--- src/rtl/m_wb_pkg.sv ---
// m_wb_pkg -- shared definitions for the two-master Wishbone arbiter.
//   state_t          : arbiter FSM encoding (IDLE / GNT0 / GNT1)
//   TIMEOUT_DEFAULT  : default watchdog limit in un-ACKed strobe cycles
//   CNT_W            : watchdog counter width (covers TIMEOUT range 2..255)
package m_wb_pkg;

  typedef enum logic [1:0] {
    IDLE = 2'b00,
    GNT0 = 2'b01,
    GNT1 = 2'b10
  } state_t;

  localparam int TIMEOUT_DEFAULT = 15;
  localparam int CNT_W           = 8;

endpackage

--- src/rtl/m_wb_arbiter2_if.sv ---
// m_wb_arbiter2_if -- bundle of all Wishbone signals around the arbiter:
// two upstream masters (m0_*, m1_*), broadcast read data (m_DAT_O) and the
// shared downstream slave bus (s_*).
//   modport slave  : arbiter view (takes master requests, drives slave bus)
//   modport master : environment view (drives masters and slave responses)
//
// Handshake: a master requests by holding CYC and STB high with ADR/DAT/SEL/WE
// stable; the transfer completes in the cycle where ACK (or ERR) is high, and
// the master may change STB/ADR only after that cycle. CYC held high across
// several transfers keeps the grant (bus lock).
interface m_wb_arbiter2_if #(
  parameter int ADRWIDTH = 32
);
  logic                m0_CYC_I, m0_STB_I, m0_WE_I;
  logic [ADRWIDTH-1:0] m0_ADR_I;
  logic [31:0]         m0_DAT_I;
  logic [3:0]          m0_SEL_I;
  logic                m0_ACK_O, m0_ERR_O;

  logic                m1_CYC_I, m1_STB_I, m1_WE_I;
  logic [ADRWIDTH-1:0] m1_ADR_I;
  logic [31:0]         m1_DAT_I;
  logic [3:0]          m1_SEL_I;
  logic                m1_ACK_O, m1_ERR_O;

  logic [31:0]         m_DAT_O;

  logic                s_CYC_O, s_STB_O, s_WE_O;
  logic [ADRWIDTH-1:0] s_ADR_O;
  logic [31:0]         s_DAT_O;
  logic [3:0]          s_SEL_O;
  logic [31:0]         s_DAT_I;
  logic                s_ACK_I;

  modport slave (
    input  m0_CYC_I, m0_STB_I, m0_WE_I, m0_ADR_I, m0_DAT_I, m0_SEL_I,
    output m0_ACK_O, m0_ERR_O,
    input  m1_CYC_I, m1_STB_I, m1_WE_I, m1_ADR_I, m1_DAT_I, m1_SEL_I,
    output m1_ACK_O, m1_ERR_O,
    output m_DAT_O,
    output s_CYC_O, s_STB_O, s_WE_O, s_ADR_O, s_DAT_O, s_SEL_O,
    input  s_DAT_I, s_ACK_I
  );

  modport master (
    output m0_CYC_I, m0_STB_I, m0_WE_I, m0_ADR_I, m0_DAT_I, m0_SEL_I,
    input  m0_ACK_O, m0_ERR_O,
    output m1_CYC_I, m1_STB_I, m1_WE_I, m1_ADR_I, m1_DAT_I, m1_SEL_I,
    input  m1_ACK_O, m1_ERR_O,
    input  m_DAT_O,
    input  s_CYC_O, s_STB_O, s_WE_O, s_ADR_O, s_DAT_O, s_SEL_O,
    output s_DAT_I, s_ACK_I
  );
endinterface

--- src/rtl/m_wb_timeout.sv ---
// m_wb_timeout -- bus watchdog. Counts consecutive cycles with the slave
// strobe high and no acknowledge; raises hit once the count equals TIMEOUT.
//   clk, rst : clock, synchronous active-high reset
//   stb      : slave strobe as seen on the bus
//   ack      : slave acknowledge
//   clr      : grant is changing this cycle (restart the count)
//   hit      : count has reached TIMEOUT (registered count, no comb path)
module m_wb_timeout
  import m_wb_pkg::*;
#(
  parameter int TIMEOUT = TIMEOUT_DEFAULT
) (
  input  logic clk,
  input  logic rst,
  input  logic stb,
  input  logic ack,
  input  logic clr,
  output logic hit
);
  localparam logic [CNT_W-1:0] LIMIT = CNT_W'(TIMEOUT);

  logic [CNT_W-1:0] cnt;

  always_ff @(posedge clk) begin
    if (rst || clr || ack) begin
      cnt <= '0;
    end else if (stb) begin
      cnt <= cnt + CNT_W'(1);
    end
  end

  assign hit = (cnt == LIMIT);
endmodule

--- src/rtl/m_wb_arbiter2.sv ---
// m_wb_arbiter2 -- two-master Wishbone arbiter onto a shared slave bus.
// Round-robin on simultaneous requests, no preemption while CYC is held.
// Slave-side outputs are a mux of the granted master selected by the state
// register, so the bus follows the grant one cycle after the request.
//   CLK_I     : clock, all state on rising edge
//   RST_I     : synchronous active-high reset
//   bus       : m_wb_arbiter2_if.slave (m0_*, m1_*, m_DAT_O, s_*)
//   dbg_state : current FSM state
// Optional feature: define WB_ARB_TIMEOUT_EN to build in the watchdog that
// aborts a granted cycle with ERR after TIMEOUT un-ACKed strobe cycles.
module m_wb_arbiter2
  import m_wb_pkg::*;
#(
  parameter int ADRWIDTH = 32,
  parameter int TIMEOUT  = TIMEOUT_DEFAULT
) (
  input  logic              CLK_I,
  input  logic              RST_I,
  m_wb_arbiter2_if.slave    bus,
  output state_t            dbg_state
);
  state_t              state;
  logic                last_gnt;  // 1: master 1 was granted last
  logic                hit;

  logic                cyc_g, stb_g, we_g;
  logic [ADRWIDTH-1:0] adr_g;
  logic [31:0]         dat_g;
  logic [3:0]          sel_g;
  logic                stb_out;

  always_ff @(posedge CLK_I) begin
    if (RST_I) begin
      state    <= IDLE;
      last_gnt <= 1'b1;  // master 0 wins the first tie
    end else begin
      unique case (state)
        IDLE: begin
          if (bus.m0_CYC_I && (!bus.m1_CYC_I || last_gnt)) begin
            state    <= GNT0;
            last_gnt <= 1'b0;
          end else if (bus.m1_CYC_I) begin
            state    <= GNT1;
            last_gnt <= 1'b1;
          end
        end
        GNT0: begin
          if (hit) begin
            state <= IDLE;
          end else if (!bus.m0_CYC_I) begin
            if (bus.m1_CYC_I) begin
              state    <= GNT1;
              last_gnt <= 1'b1;
            end else begin
              state <= IDLE;
            end
          end
        end
        GNT1: begin
          if (hit) begin
            state <= IDLE;
          end else if (!bus.m1_CYC_I) begin
            if (bus.m0_CYC_I) begin
              state    <= GNT0;
              last_gnt <= 1'b0;
            end else begin
              state <= IDLE;
            end
          end
        end
        default: state <= IDLE;
      endcase
    end
  end

  assign dbg_state = state;

  always_comb begin
    cyc_g = 1'b0;
    stb_g = 1'b0;
    we_g  = 1'b0;
    adr_g = '0;
    dat_g = '0;
    sel_g = '0;
    unique case (state)
      GNT0: begin
        cyc_g = bus.m0_CYC_I;
        stb_g = bus.m0_STB_I;
        we_g  = bus.m0_WE_I;
        adr_g = bus.m0_ADR_I;
        dat_g = bus.m0_DAT_I;
        sel_g = bus.m0_SEL_I;
      end
      GNT1: begin
        cyc_g = bus.m1_CYC_I;
        stb_g = bus.m1_STB_I;
        we_g  = bus.m1_WE_I;
        adr_g = bus.m1_ADR_I;
        dat_g = bus.m1_DAT_I;
        sel_g = bus.m1_SEL_I;
      end
      default: ;
    endcase
  end

  // The abort cycle keeps CYC but withdraws STB so the slave sees no new request.
  assign stb_out     = stb_g & cyc_g & ~hit;

  assign bus.s_CYC_O = cyc_g;
  assign bus.s_STB_O = stb_out;
  assign bus.s_WE_O  = we_g;
  assign bus.s_ADR_O = adr_g;
  assign bus.s_DAT_O = dat_g;
  assign bus.s_SEL_O = sel_g;
  assign bus.m_DAT_O = bus.s_DAT_I;

  assign bus.m0_ACK_O = (state == GNT0) & bus.s_ACK_I & ~hit;
  assign bus.m1_ACK_O = (state == GNT1) & bus.s_ACK_I & ~hit;
  assign bus.m0_ERR_O = (state == GNT0) & hit;
  assign bus.m1_ERR_O = (state == GNT1) & hit;

`ifdef WB_ARB_TIMEOUT_EN
  logic grant_change;

  // Any cycle that ends with a different (or no) grant restarts the watchdog.
  assign grant_change = (state == IDLE)
                      | ((state == GNT0) & ~bus.m0_CYC_I)
                      | ((state == GNT1) & ~bus.m1_CYC_I)
                      | hit;

  m_wb_timeout #(
    .TIMEOUT (TIMEOUT)
  ) u_timeout (
    .clk (CLK_I),
    .rst (RST_I),
    .stb (stb_out),
    .ack (bus.s_ACK_I),
    .clr (grant_change),
    .hit (hit)
  );
`else
  assign hit = 1'b0;
`endif
endmodule
--- src/flat_wrapper.sv ---
// flat-port wrapper written by rule: the top's interface ports become plain ports
module m_wb_arbiter2_flat import m_wb_pkg::*;
#(
  parameter int ADRWIDTH = 32,
  parameter int TIMEOUT  = TIMEOUT_DEFAULT
)
  (CLK_I, RST_I, dbg_state, bus_m0_CYC_I, bus_m0_STB_I, bus_m0_WE_I, bus_m0_ADR_I, bus_m0_DAT_I, bus_m0_SEL_I, bus_m0_ACK_O, bus_m0_ERR_O, bus_m1_CYC_I, bus_m1_STB_I, bus_m1_WE_I, bus_m1_ADR_I, bus_m1_DAT_I, bus_m1_SEL_I, bus_m1_ACK_O, bus_m1_ERR_O, bus_m_DAT_O, bus_s_CYC_O, bus_s_STB_O, bus_s_WE_O, bus_s_ADR_O, bus_s_DAT_O, bus_s_SEL_O, bus_s_DAT_I, bus_s_ACK_I);
  m_wb_arbiter2_if #(.ADRWIDTH(ADRWIDTH)) bus_i ();
  input  logic CLK_I;
  input  logic RST_I;
  output state_t dbg_state;
  input wire logic [$bits(bus_i.m0_CYC_I)-1:0] bus_m0_CYC_I;
  input wire logic [$bits(bus_i.m0_STB_I)-1:0] bus_m0_STB_I;
  input wire logic [$bits(bus_i.m0_WE_I)-1:0] bus_m0_WE_I;
  input wire logic [$bits(bus_i.m0_ADR_I)-1:0] bus_m0_ADR_I;
  input wire logic [$bits(bus_i.m0_DAT_I)-1:0] bus_m0_DAT_I;
  input wire logic [$bits(bus_i.m0_SEL_I)-1:0] bus_m0_SEL_I;
  output wire logic [$bits(bus_i.m0_ACK_O)-1:0] bus_m0_ACK_O;
  output wire logic [$bits(bus_i.m0_ERR_O)-1:0] bus_m0_ERR_O;
  input wire logic [$bits(bus_i.m1_CYC_I)-1:0] bus_m1_CYC_I;
  input wire logic [$bits(bus_i.m1_STB_I)-1:0] bus_m1_STB_I;
  input wire logic [$bits(bus_i.m1_WE_I)-1:0] bus_m1_WE_I;
  input wire logic [$bits(bus_i.m1_ADR_I)-1:0] bus_m1_ADR_I;
  input wire logic [$bits(bus_i.m1_DAT_I)-1:0] bus_m1_DAT_I;
  input wire logic [$bits(bus_i.m1_SEL_I)-1:0] bus_m1_SEL_I;
  output wire logic [$bits(bus_i.m1_ACK_O)-1:0] bus_m1_ACK_O;
  output wire logic [$bits(bus_i.m1_ERR_O)-1:0] bus_m1_ERR_O;
  output wire logic [$bits(bus_i.m_DAT_O)-1:0] bus_m_DAT_O;
  output wire logic [$bits(bus_i.s_CYC_O)-1:0] bus_s_CYC_O;
  output wire logic [$bits(bus_i.s_STB_O)-1:0] bus_s_STB_O;
  output wire logic [$bits(bus_i.s_WE_O)-1:0] bus_s_WE_O;
  output wire logic [$bits(bus_i.s_ADR_O)-1:0] bus_s_ADR_O;
  output wire logic [$bits(bus_i.s_DAT_O)-1:0] bus_s_DAT_O;
  output wire logic [$bits(bus_i.s_SEL_O)-1:0] bus_s_SEL_O;
  input wire logic [$bits(bus_i.s_DAT_I)-1:0] bus_s_DAT_I;
  input wire logic [$bits(bus_i.s_ACK_I)-1:0] bus_s_ACK_I;
  assign bus_i.m0_CYC_I = bus_m0_CYC_I;
  assign bus_i.m0_STB_I = bus_m0_STB_I;
  assign bus_i.m0_WE_I = bus_m0_WE_I;
  assign bus_i.m0_ADR_I = bus_m0_ADR_I;
  assign bus_i.m0_DAT_I = bus_m0_DAT_I;
  assign bus_i.m0_SEL_I = bus_m0_SEL_I;
  assign bus_m0_ACK_O = bus_i.m0_ACK_O;
  assign bus_m0_ERR_O = bus_i.m0_ERR_O;
  assign bus_i.m1_CYC_I = bus_m1_CYC_I;
  assign bus_i.m1_STB_I = bus_m1_STB_I;
  assign bus_i.m1_WE_I = bus_m1_WE_I;
  assign bus_i.m1_ADR_I = bus_m1_ADR_I;
  assign bus_i.m1_DAT_I = bus_m1_DAT_I;
  assign bus_i.m1_SEL_I = bus_m1_SEL_I;
  assign bus_m1_ACK_O = bus_i.m1_ACK_O;
  assign bus_m1_ERR_O = bus_i.m1_ERR_O;
  assign bus_m_DAT_O = bus_i.m_DAT_O;
  assign bus_s_CYC_O = bus_i.s_CYC_O;
  assign bus_s_STB_O = bus_i.s_STB_O;
  assign bus_s_WE_O = bus_i.s_WE_O;
  assign bus_s_ADR_O = bus_i.s_ADR_O;
  assign bus_s_DAT_O = bus_i.s_DAT_O;
  assign bus_s_SEL_O = bus_i.s_SEL_O;
  assign bus_i.s_DAT_I = bus_s_DAT_I;
  assign bus_i.s_ACK_I = bus_s_ACK_I;
  m_wb_arbiter2 #(.ADRWIDTH(ADRWIDTH), .TIMEOUT(TIMEOUT)) u_core (.CLK_I(CLK_I), .RST_I(RST_I), .bus(bus_i), .dbg_state(dbg_state));
endmodule
--- config.mk ---
export PLATFORM = sky130hd
export DESIGN_NAME = m_wb_arbiter2_flat
export DESIGN_NICKNAME = d
export VERILOG_FILES = /design/src/rtl/m_wb_pkg.sv /design/src/rtl/m_wb_arbiter2_if.sv /design/src/rtl/m_wb_timeout.sv /design/src/rtl/m_wb_arbiter2.sv /design/src/flat_wrapper.sv
export SDC_FILE = /design/constraint.sdc
export NUM_CORES = 1
export LEC_CHECK = 0
export ABC_AREA = 1
export BUFFER_PORTS_ARGS = -buffer_cell sky130_fd_sc_hd__buf_2
export CORE_AREA = 4 4 108 110
export DETAILED_ROUTE_END_ITERATION = 7
export DIE_AREA = 0 0 112 114
export SLEW_MARGIN = 20
export SYNTH_ARGS = -nofsm -noshare
export SYNTH_HDL_FRONTEND = slang
export SYNTH_SLANG_ARGS = --single-unit
export TNS_END_PERCENT = 5
--- constraint.sdc ---
create_clock -name CLK_I -period 1.1 [get_ports CLK_I]
set_input_delay 0.11 -clock CLK_I [delete_from_list [all_inputs] [get_ports CLK_I]]
set_output_delay 0.11 -clock CLK_I [all_outputs]
set_load 0.02 [all_outputs]
==> flow_summary.json, run 1 <==
{
  "outcome": "complete, but fails checks",
  "failed_checks": "negative setup slack",
  "grt_usage_pct": 12.1,
  "finish.utilization_pct": 35.8,
  "die_area_um2": 12800,
  "die_h_um": 114,
  "switchingPower_mw": 6.02,
  "layout_commonest_cell": "buf_2",
  "power.share.clock_pct": 2.9,
  "synth.avg_cell_area_um2": 5.06,
  "grt_max_degree": 32,
  "power.leakage_nw": 1.75,
  "cts_hold_buffers": 0,
  "start_util_pct": 15.2,
  "cp.required_ps": 990,
  "cts_num_sinks": 3,
  "grt_util_met3_pct": 2.55,
  "dp.cells": 639,
  "cts-root-buf": "clkbuf_8",
  "syn_inst": 322,
  "area_delta_synth_final_pct": 135,
  "overflow": 0,
  "worst_ep_arrival_time_ps": 1500,
  "critPathTopFamily": "buffers and inverters",
  "row_count": 38,
  "via_count": 2857,
  "gp_congestion": 0.792,
  "fmax_ghz": 0.620,
  "power_density_nw_per_um2": 2990,
  "fin_crit_sh_pct": 147,
  "design_area_um2": 3830,
  "antennaDiodeCount": 0,
  "clock_skew_ps": 1.18,
  "die_width_um": 112,
  "dr.pass1.iters": 4,
  "p_sw_share_pct": 52.7,
  "fin_tns_setup_ps": -34780,
  "synth.ff_latch_count": 3,
  "ys_seq_area_share_pct": 3.69,
  "worstPathCellList": "inv_4 -> ha_4 -> buf_12 -> buf_16 -> nand2_1 -> a21oi_2 -> buf_4",
  "via_per_inst": 4.30,
  "cts_tree": "built",
  "worst_slack_ps": -513,
  "num_io_pins": 286,
  "grt_pass1_vias": 2772,
  "holdWs_ps": 113,
  "cts_buffer_depth": 2,
  "placed_area_um2": 2720,
  "busiest_layer": "met2",
  "clk_pin_slew_ps": 30,
  "setup_viol": 76,
  "vdd_drop_max_mv": 1.50,
  "wire_per_inst_um": 15.4,
  "fin_nets": 707,
  "synth_warnings": 0,
  "drc": 0,
  "start_kind": "register",
  "drtIter0Drc": 72,
  "grt_antenna_before_repair": 0,
  "path_buf_inv": 4,
  "comb_power_share_pct": 94.8,
  "grt_util_met2_pct": 22.4,
  "layout_common_cells": "buf_2 (147), nand2_1 (139), a21oi_2 (59)",
  "slew_violations": 0,
  "grt_use_met1_pct": 13.6,
  "pre_cts_ws_ps": -322,
  "drive_above_1_share_pct": 68.5,
  "grt_pass1_wl_um": 13000,
  "cp-end-kind": "primary output",
  "rsz0062_at_grt": "true",
  "p_total_mw": 11.4,
  "slowest_stage": "dfxtp_4",
  "finalCriticalPeriod_ps": 1610,
  "drt_wl_total_um": 10200,
  "crit_path_max_incr_delay_ps": 350,
  "netlist_area_um2": 1630,
  "crit_path_max_fanout": 17,
  "io_buffers": 219,
  "clk_latency_ps": 220,
  "final_cells": 664,
  "hold_violations": 0,
  "p_seq_share_pct": 2.3,
  "internal-power_mw": 5.41,
  "yosysUniqueCellTypes": 16,
  "ant_nets": 0,
  "cts_max_level": 1,
  "maxCapViolCount": 0,
  "hp-class": "input port to register",
  "crit_type": "register to primary output",
  "hpwl_um": 6130,
  "numCtsBuffers": 3,
  "coreArea_um2": 10700
}
==> timing repair <==
item,CTS,global route
setup endpoints to repair,76,76
resized for setup,105,99
pin swaps,12,34
cloned,4,11
buffers inserted,3,4
==> layout make-up <==
type | count | area [um2]
inverters | 11 | 53.8
fillers | 1165 | 6870
clock buffers | 4 | 45.0
flip-flops and latches | 3 | 67.6
repair buffers | 254 | 2000
well taps | 140 | 175
multi-input cells | 252 | 1490
==> state kept, by name, summed over array words and instances, names as in the netlist <==
| register | flops |
|---|---|
| u_core.dbg_state | 2 |
| u_core.last_gnt | 1 |
==> metal layers <==
metal | wire, um | vias to the layer above | share of wire [%]
li1 | - | 1385 | -
met1 | 4020 | 1303 | 39
met2 | 5150 | 139 | 50
met3 | 823 | 30 | 8.1
met4 | 220 | 0 | 2.2
met5 | 0 | - | 0
==> cell usage after synthesis <==
cell type | number | area (um2)
nand2_1 | 159 | 597
a21oi_1 | 72 | 360
buf_4 | 36 | 270
buf_6 | 9 | 101
inv_1 | 8 | 30.0
nor2_1 | 7 | 26.3
buf_2 | 6 | 30.0
clkbuf_1 | 6 | 22.5
ha_1 | 5 | 62.6
nand2_2 | 4 | 25.0
dfxtp_1 | 3 | 60.1
inv_2 | 3 | 11.3
a211oi_1 | 1 | 7.51
conb_1 | 1 | 3.75
nand2_4 | 1 | 11.3
o2111ai_1 | 1 | 8.76
==> kinds of logic (layout without fill, tap and decap cells) <==
group	Yosys count	after routing	synth area share, %
compound gates	74	74	23.1
fa+ha+maj	5	5	3.84
buf+inv	68	269	28.6
flops	3	3	3.69
other cells	1	2	0.230
simple gates	171	171	40.5
==> tightest hold or removal path, delay by kind of cell <==
family,cells,cell delay (ps)
buffers and inverters,1,90
AOI/OAI and AO/OA,1,40
and+or+nand+nor,1,60
==> final timing paths <==
path / startpoint / endpoint / slack [ps] / cells after the start
worst max-delay path: u_core.dbg_state[0]$_SDFFE_PP0P_ / bus_s_SEL_O[0] / -510 / 7
worst min-delay path: RST_I / u_core.last_gnt$_SDFFE_PP1P_ / 110 / 3
worst max register to register: u_core.dbg_state[0]$_SDFFE_PP0P_ / u_core.last_gnt$_SDFFE_PP1P_ / -320 / 8
worst min register to register: u_core.last_gnt$_SDFFE_PP1P_ / u_core.last_gnt$_SDFFE_PP1P_ / 560 / 2
==> power groups by stage <==
stage / combinational, mW / clock [mW] / sequential [mW]
3_5_place_dp: 6.34 / 0 / 0.254
3_3_place_gp: 6.37 / 0 / 0.253
4_1_cts: 8.33 / 0.330 / 0.261
6_report: 10.8 / 0.326 / 0.265
2_1_floorplan: 4.43 / 0 / 0.306
5_1_grt: 11.6 / 0.346 / 0.276
(Power assumes the default switching activity.)
==> inputs of run 2 (changes only) <==
--- a/config.mk
+++ b/config.mk
@@ -5,7 +5,6 @@
 export SDC_FILE = /design/constraint.sdc
 export NUM_CORES = 1
 export LEC_CHECK = 0
-export ABC_AREA = 1
 export BUFFER_PORTS_ARGS = -buffer_cell sky130_fd_sc_hd__buf_2
 export CORE_AREA = 4 4 108 110
 export DETAILED_ROUTE_END_ITERATION = 7
==> flow_summary.json, run 2 <==
{
  "die_width_um": 112,
  "maxCapViolCount": 0,
  "grt_antenna_before_repair": 0,
  "gp_congestion": 0.775,
  "via_count": 2059,
  "synth_area_leaders": "a22o_1 (46%), buf_4 (20%), ha_1 (4.9%)",
  "clk_pin_slew_ps": 30,
  "yosysMostFrequentCell": "a22o_1",
  "synth.ff_latch_count": 3,
  "hold_violations": 0,
  "grt_util_met2_pct": 16.1,
  "yosysUniqueCellTypes": 29,
  "synth_edf_count": 0,
  "layout_common_cells": "buf_2 (174), a22o_1 (48), buf_6 (32)",
  "crit_path_max_incr_delay_ps": 350,
  "die_h_um": 114,
  "power.leakage_nw": 1.64,
  "io_buffers": 219,
  "start_util_pct": 12.0,
  "drt_wl_total_um": 7200,
  "row_count": 38,
  "cts_buffer_depth": 2,
  "p_sw_share_pct": 45.9,
  "fmax_ghz": 0.568,
  "power.share.clock_pct": 7.8,
  "switchingPower_mw": 1.88,
  "cts_tree": "built",
  "drive_above_1_share_pct": 77.3,
  "worst_slack_ps": -659,
  "ys.flop_type": "dfxtp_1",
  "synth_area_leader_cell": "a22o_1",
  "fin_crit_sh_pct": 160,
  "power_density_nw_per_um2": 1400,
  "via_per_inst": 4.22,
  "path_buf_inv": 3,
  "p_seq_share_pct": 5.3,
  "grt_util_met3_pct": 4.46,
  "netlist_top_cells_count": "a22o_1 (68), buf_4 (34), buf_2 (10)",
  "fin_tns_setup_ps": -46590,
  "antennaDiodeCount": 0,
  "layout_commonest_cell": "buf_2",
  "finalCriticalPeriod_ps": 1760,
  "design_area_um2": 2920,
  "failed_checks": "negative setup slack",
  "crit_path_max_fanout": 16,
  "grt_max_degree": 37,
  "coreArea_um2": 10700,
  "drtIter0Drc": 72,
  "cts-root-buf": "clkbuf_8",
  "cp-end-kind": "primary output",
  "wire_per_inst_um": 14.8,
  "grt_pass1_wl_um": 10100,
  "largest_reg_flops": 2,
  "grt_usage_pct": 9.43,
  "drc": 0,
  "setup_viol": 76,
  "ys_seq_area_share_pct": 4.67,
  "hp-class": "input port to register",
  "crit_type": "register to primary output",
  "synthArstFlopShare_pct": 0,
  "grt_pass1_vias": 2061,
  "rsz0062_at_grt": "true",
  "slew_violations": 0,
  "outcome": "complete, but fails checks",
  "worst_ep_arrival_time_ps": 1650,
  "syn_inst": 160,
  "cts_max_level": 1,
  "synth.avg_cell_area_um2": 8.03,
  "clk_latency_ps": 220,
  "clock_skew_ps": 3.31,
  "cts_hold_buffers": 0,
  "cts_num_sinks": 3,
  "dr.pass1.iters": 4,
  "comb_power_share_pct": 86.9,
  "netlist_area_um2": 1280,
  "placed_area_um2": 2580,
  "area_delta_synth_final_pct": 127,
  "internal-power_mw": 2.21,
  "critPathTopFamily": "buffers and inverters",
  "die_area_um2": 12800,
  "overflow": 0,
  "vdd_drop_max_mv": 0.975,
  "finish.utilization_pct": 27.3,
  "start_kind": "register",
  "numCtsBuffers": 3,
  "fin_nets": 531,
  "num_io_pins": 286,
  "worstPathCellList": "inv_4 -> ha_4 -> and2_4 -> clkbuf_16 -> a22o_4 -> buf_6",
  "synth_warnings": 0,
  "cp.required_ps": 990,
  "slowest_stage": "dfxtp_4",
  "synth_top_area_share_pct": 46.3,
  "grt_use_met1_pct": 11.0,
  "hpwl_um": 5560,
  "busiest_layer": "met2",
  "ant_nets": 0
}
## run 2: changes by cell type in the layout (fill, tap and decap cells not counted), moves of 6 or more
cell       previous run  this run
nand2_1             139         2
a21oi_2              59         0
a22o_1                0        48
buf_4                57        21
buf_2               147       174
nand2_2              23         0
a22o_4                0        20
a21oi_1               9         1
clkbuf_16             9         1
buf_6                26        32
## run 2: logic make-up after synthesis
kind of cell	share of synthesized area (%)
adder cells (fa/ha/maj)	4.87
other	0.292
flip-flops	4.67
AND/OR/NAND/NOR	6.23
multiplexers	0.779
buffers and inverters	29.0
AO/OA/AOI/OAI	54.1
## run 2: stage by stage
step / worst slack, ps / total power [mW] / cells / hold WS, ps
after floorplan: -512 / 2.36 / 161 / 169
final: -659 / 4.09 / 488 / 78.8
after global routing: -720 / 4.36 / 488 / 75.0
after detailed placement: -469 / 3.30 / 482 / 220
after CTS: -679 / 3.98 / 487 / 73.1
after global placement: -445 / 3.24 / 482 / 220
## run 2: path summary, 6_finish.rpt
check / from / end / slack [ps] / cells after the start
max: u_core.dbg_state[1]$_SDFFE_PP0P_ / bus_s_DAT_O[4] / -660 / 6
min: RST_I / u_core.dbg_state[0]$_SDFFE_PP0P_ / 80 / 2
max reg2reg: u_core.dbg_state[1]$_SDFFE_PP0P_ / u_core.last_gnt$_SDFFE_PP1P_ / -420 / 4
min reg2reg: u_core.last_gnt$_SDFFE_PP1P_ / u_core.last_gnt$_SDFFE_PP1P_ / 560 / 1
## run 2: layer usage
metal	share of wire [%]	wire length [um]	vias to the layer above
li1	-	-	964
met1	36	2580	948
met2	50	3590	145
met3	13	970	2
met4	0.81	58	0
met5	0	0	-
## run 2: cell type report
type	count	area [um2]
tap	140	175
timing repair buffer	234	1540
inverter	5	23.8
sequential	3	67.6
multi-input combinational	102	1070
clock buffer	4	45.0
fill	1158	7780
## run 2: repair_timing
action	4_1_cts	5_1_grt
gates resized for setup	66	17
pin swaps	14	6
setup buffers	0	0
gates cloned	1	1
endpoints found under the setup margin	76	76
## run 2: power groups by stage
stage / registers (mW) / clock network [mW] / logic (mW)
CTS: 0.214 / 0.329 / 3.44
detailed placement: 0.212 / 0 / 3.09
global placement: 0.210 / 0 / 3.03
global route: 0.221 / 0.351 / 3.79
floorplan: 0.250 / 0 / 2.11
finish: 0.215 / 0.319 / 3.55
==> inputs of run 3 (changes only) <==
--- a/config.mk
+++ b/config.mk
@@ -6,9 +6,9 @@
 export NUM_CORES = 1
 export LEC_CHECK = 0
 export BUFFER_PORTS_ARGS = -buffer_cell sky130_fd_sc_hd__buf_2
-export CORE_AREA = 4 4 108 110
+export CORE_AREA = 4 4 110 112
 export DETAILED_ROUTE_END_ITERATION = 7
-export DIE_AREA = 0 0 112 114
+export DIE_AREA = 0 0 114 116
 export SLEW_MARGIN = 20
 export SYNTH_ARGS = -nofsm -noshare
 export SYNTH_HDL_FRONTEND = slang
==> constraint.sdc (replaced) <==
create_clock -name CLK_I -period 1.7 [get_ports CLK_I]
set_input_delay 0.255 -clock CLK_I [delete_from_list [all_inputs] [get_ports CLK_I]]
set_output_delay 0.255 -clock CLK_I [all_outputs]
set_load 0.02 [all_outputs]
==> flow_summary.json, run 3 (synthesized netlist as in run 2, its figures left out) <==
{
  "outcome": "complete, but fails checks",
  "failed_checks": "negative setup slack",
  "num_io_pins": 286,
  "cts_buffer_depth": 2,
  "drtIter0Drc": 98,
  "fmax_ghz": 0.522,
  "antennaDiodeCount": 0,
  "clk_pin_slew_ps": 30,
  "final_cells": 488,
  "overflow": 0,
  "n_fill_cell": 1198,
  "pre_cts_ws_ps": -111,
  "fin_crit_sh_pct": 113,
  "fin_nets": 528,
  "die_area_um2": 13200,
  "worst_slack_ps": -214,
  "via_per_inst": 4.23,
  "ant_nets": 0,
  "gp_congestion": 0.758,
  "area_delta_synth_final_pct": 133,
  "io_buffers": 219,
  "cp-startpoint": "u_core.dbg_state[1]$_SDFFE_PP0P_",
  "critPathTopFamily": "buffers and inverters",
  "crit_type": "register to primary output",
  "crit_path_max_incr_delay_ps": 350,
  "drc": 0,
  "hold_violations": 0,
  "drive_above_1_share_pct": 78.3,
  "slew_violations": 0,
  "cp.required_ps": 1440,
  "via_count": 2064,
  "p_total_mw": 2.84,
  "largest_reg_flops": 2,
  "finalCriticalPeriod_ps": 1910,
  "path_buf_inv": 3,
  "drt_wl_total_um": 7800,
  "power_density_nw_per_um2": 948,
  "hold_path.startpoint": "RST_I",
  "grt_pass1_vias": 1981,
  "row_count": 39,
  "holdWs_ps": 224,
  "cp-end-kind": "primary output",
  "power.leakage_nw": 1.65,
  "die_width_um": 114,
  "grt_antenna_before_repair": 0,
  "worstPathCellList": "inv_4 -> ha_4 -> and2_4 -> buf_12 -> a22o_1 -> buf_4",
  "layout_common_cells": "buf_2 (170), a22o_1 (47), buf_6 (43)",
  "slowest_stage": "dfxtp_4",
  "reg2reg_from": "u_core.dbg_state[0]$_SDFFE_PP0P_",
  "grt_max_degree": 28,
  "dr.pass1.iters": 4,
  "rsz0062_at_grt": "true",
  "worst_ep_arrival_time_ps": 1660,
  "clock_skew_ps": 2.72,
  "cts_max_level": 1,
  "start_kind": "register",
  "cts_hold_buffers": 0,
  "grt_pass1_wl_um": 10300,
  "setup_viol": 70,
  "maxCapViolCount": 0,
  "grt_usage_pct": 9.86,
  "layout_commonest_cell": "buf_2",
  "numCtsBuffers": 3,
  "crit_path_max_fanout": 27,
  "hpwl_um": 6020,
  "wire_per_inst_um": 16.0,
  "start_util_pct": 11.4,
  "die_h_um": 116,
  "cts_num_sinks": 3,
  "clk_latency_ps": 230,
  "multi_input_area_um2": 1090,
  "dp.cells": 481,
  "ff_latch_area_um2": 67.6,
  "cts-root-buf": "clkbuf_16",
  "cts_tree": "built",
  "vdd_drop_max_mv": 0.541,
  "hp-class": "input port to register",
  "coreArea_um2": 11200
}
## run 3: cell types whose count changed in the layout (fill, tap and decap cells not counted), moves of 2 or more
cell       before  now
and2_4          1    3
buf_2         174  170
buf_4          21   12
buf_6          32   43
clkbuf_16       1    3
clkbuf_8        3    0
## run 3: metrics by stage
step,TNS [ps],cell area [um2],util [%]
after global routing,-16340,3000,26.7
final,-12420,3000,26.7
after floorplan,-3290,1530,-
after global placement,-244,2540,22.6
after CTS,-14000,2910,25.9
after detailed placement,-987,2540,22.6
## run 3: power by group
group	internal, mW	leakage, nW	switching (mW)
clock	0.310	0.0382	0.0683
sequential	0.106	0.0262	0.0334
combinational	1.17	1.58	1.15
## run 3: worst reg2reg max path: cells and delay by family, from the launching register on
kind,cells,cell delay (ps)
flops,1,360
buf+inv,3,320
compound gates,2,680
fa+ha+maj,1,180
## run 3: area by class of cell
| class | instances | share of cell area (%) |
|---|---|---|
| Clock buffer | 4 | 2.63 |
| Inverter | 5 | 0.793 |
| Multi-Input combinational cell | 102 | 36.3 |
| Sequential cell | 3 | 2.25 |
| Tap cell | 143 | 5.97 |
| Timing Repair Buffer | 231 | 52.1 |
## run 3: timing repair
item,in CTS,in global routing
setup buffers,0,1
cloned,2,0
pin swaps,24,10
gates resized for setup,79,24
setup endpoints to repair,71,74
## run 3: final timing paths
kind                                                    endpoint  slack, ps  cells past startpoint
worst max register to register      u_core.last_gnt$_SDFFE_PP1P_         60                      6
worst max-delay path                             bus_s_ADR_O[16]       -210                      6
worst min-delay path            u_core.dbg_state[1]$_SDFFE_PP0P_        220                      2
worst min register to register      u_core.last_gnt$_SDFFE_PP1P_        560                      1
## run 3: per-layer routing
layer / part of all wire [%] / track usage [%]
met4: 0.44 / 1.66
met3: 12 / 2.45
met2: 51 / 17.4
met5: 0 / 0
met1: 36 / 12.3
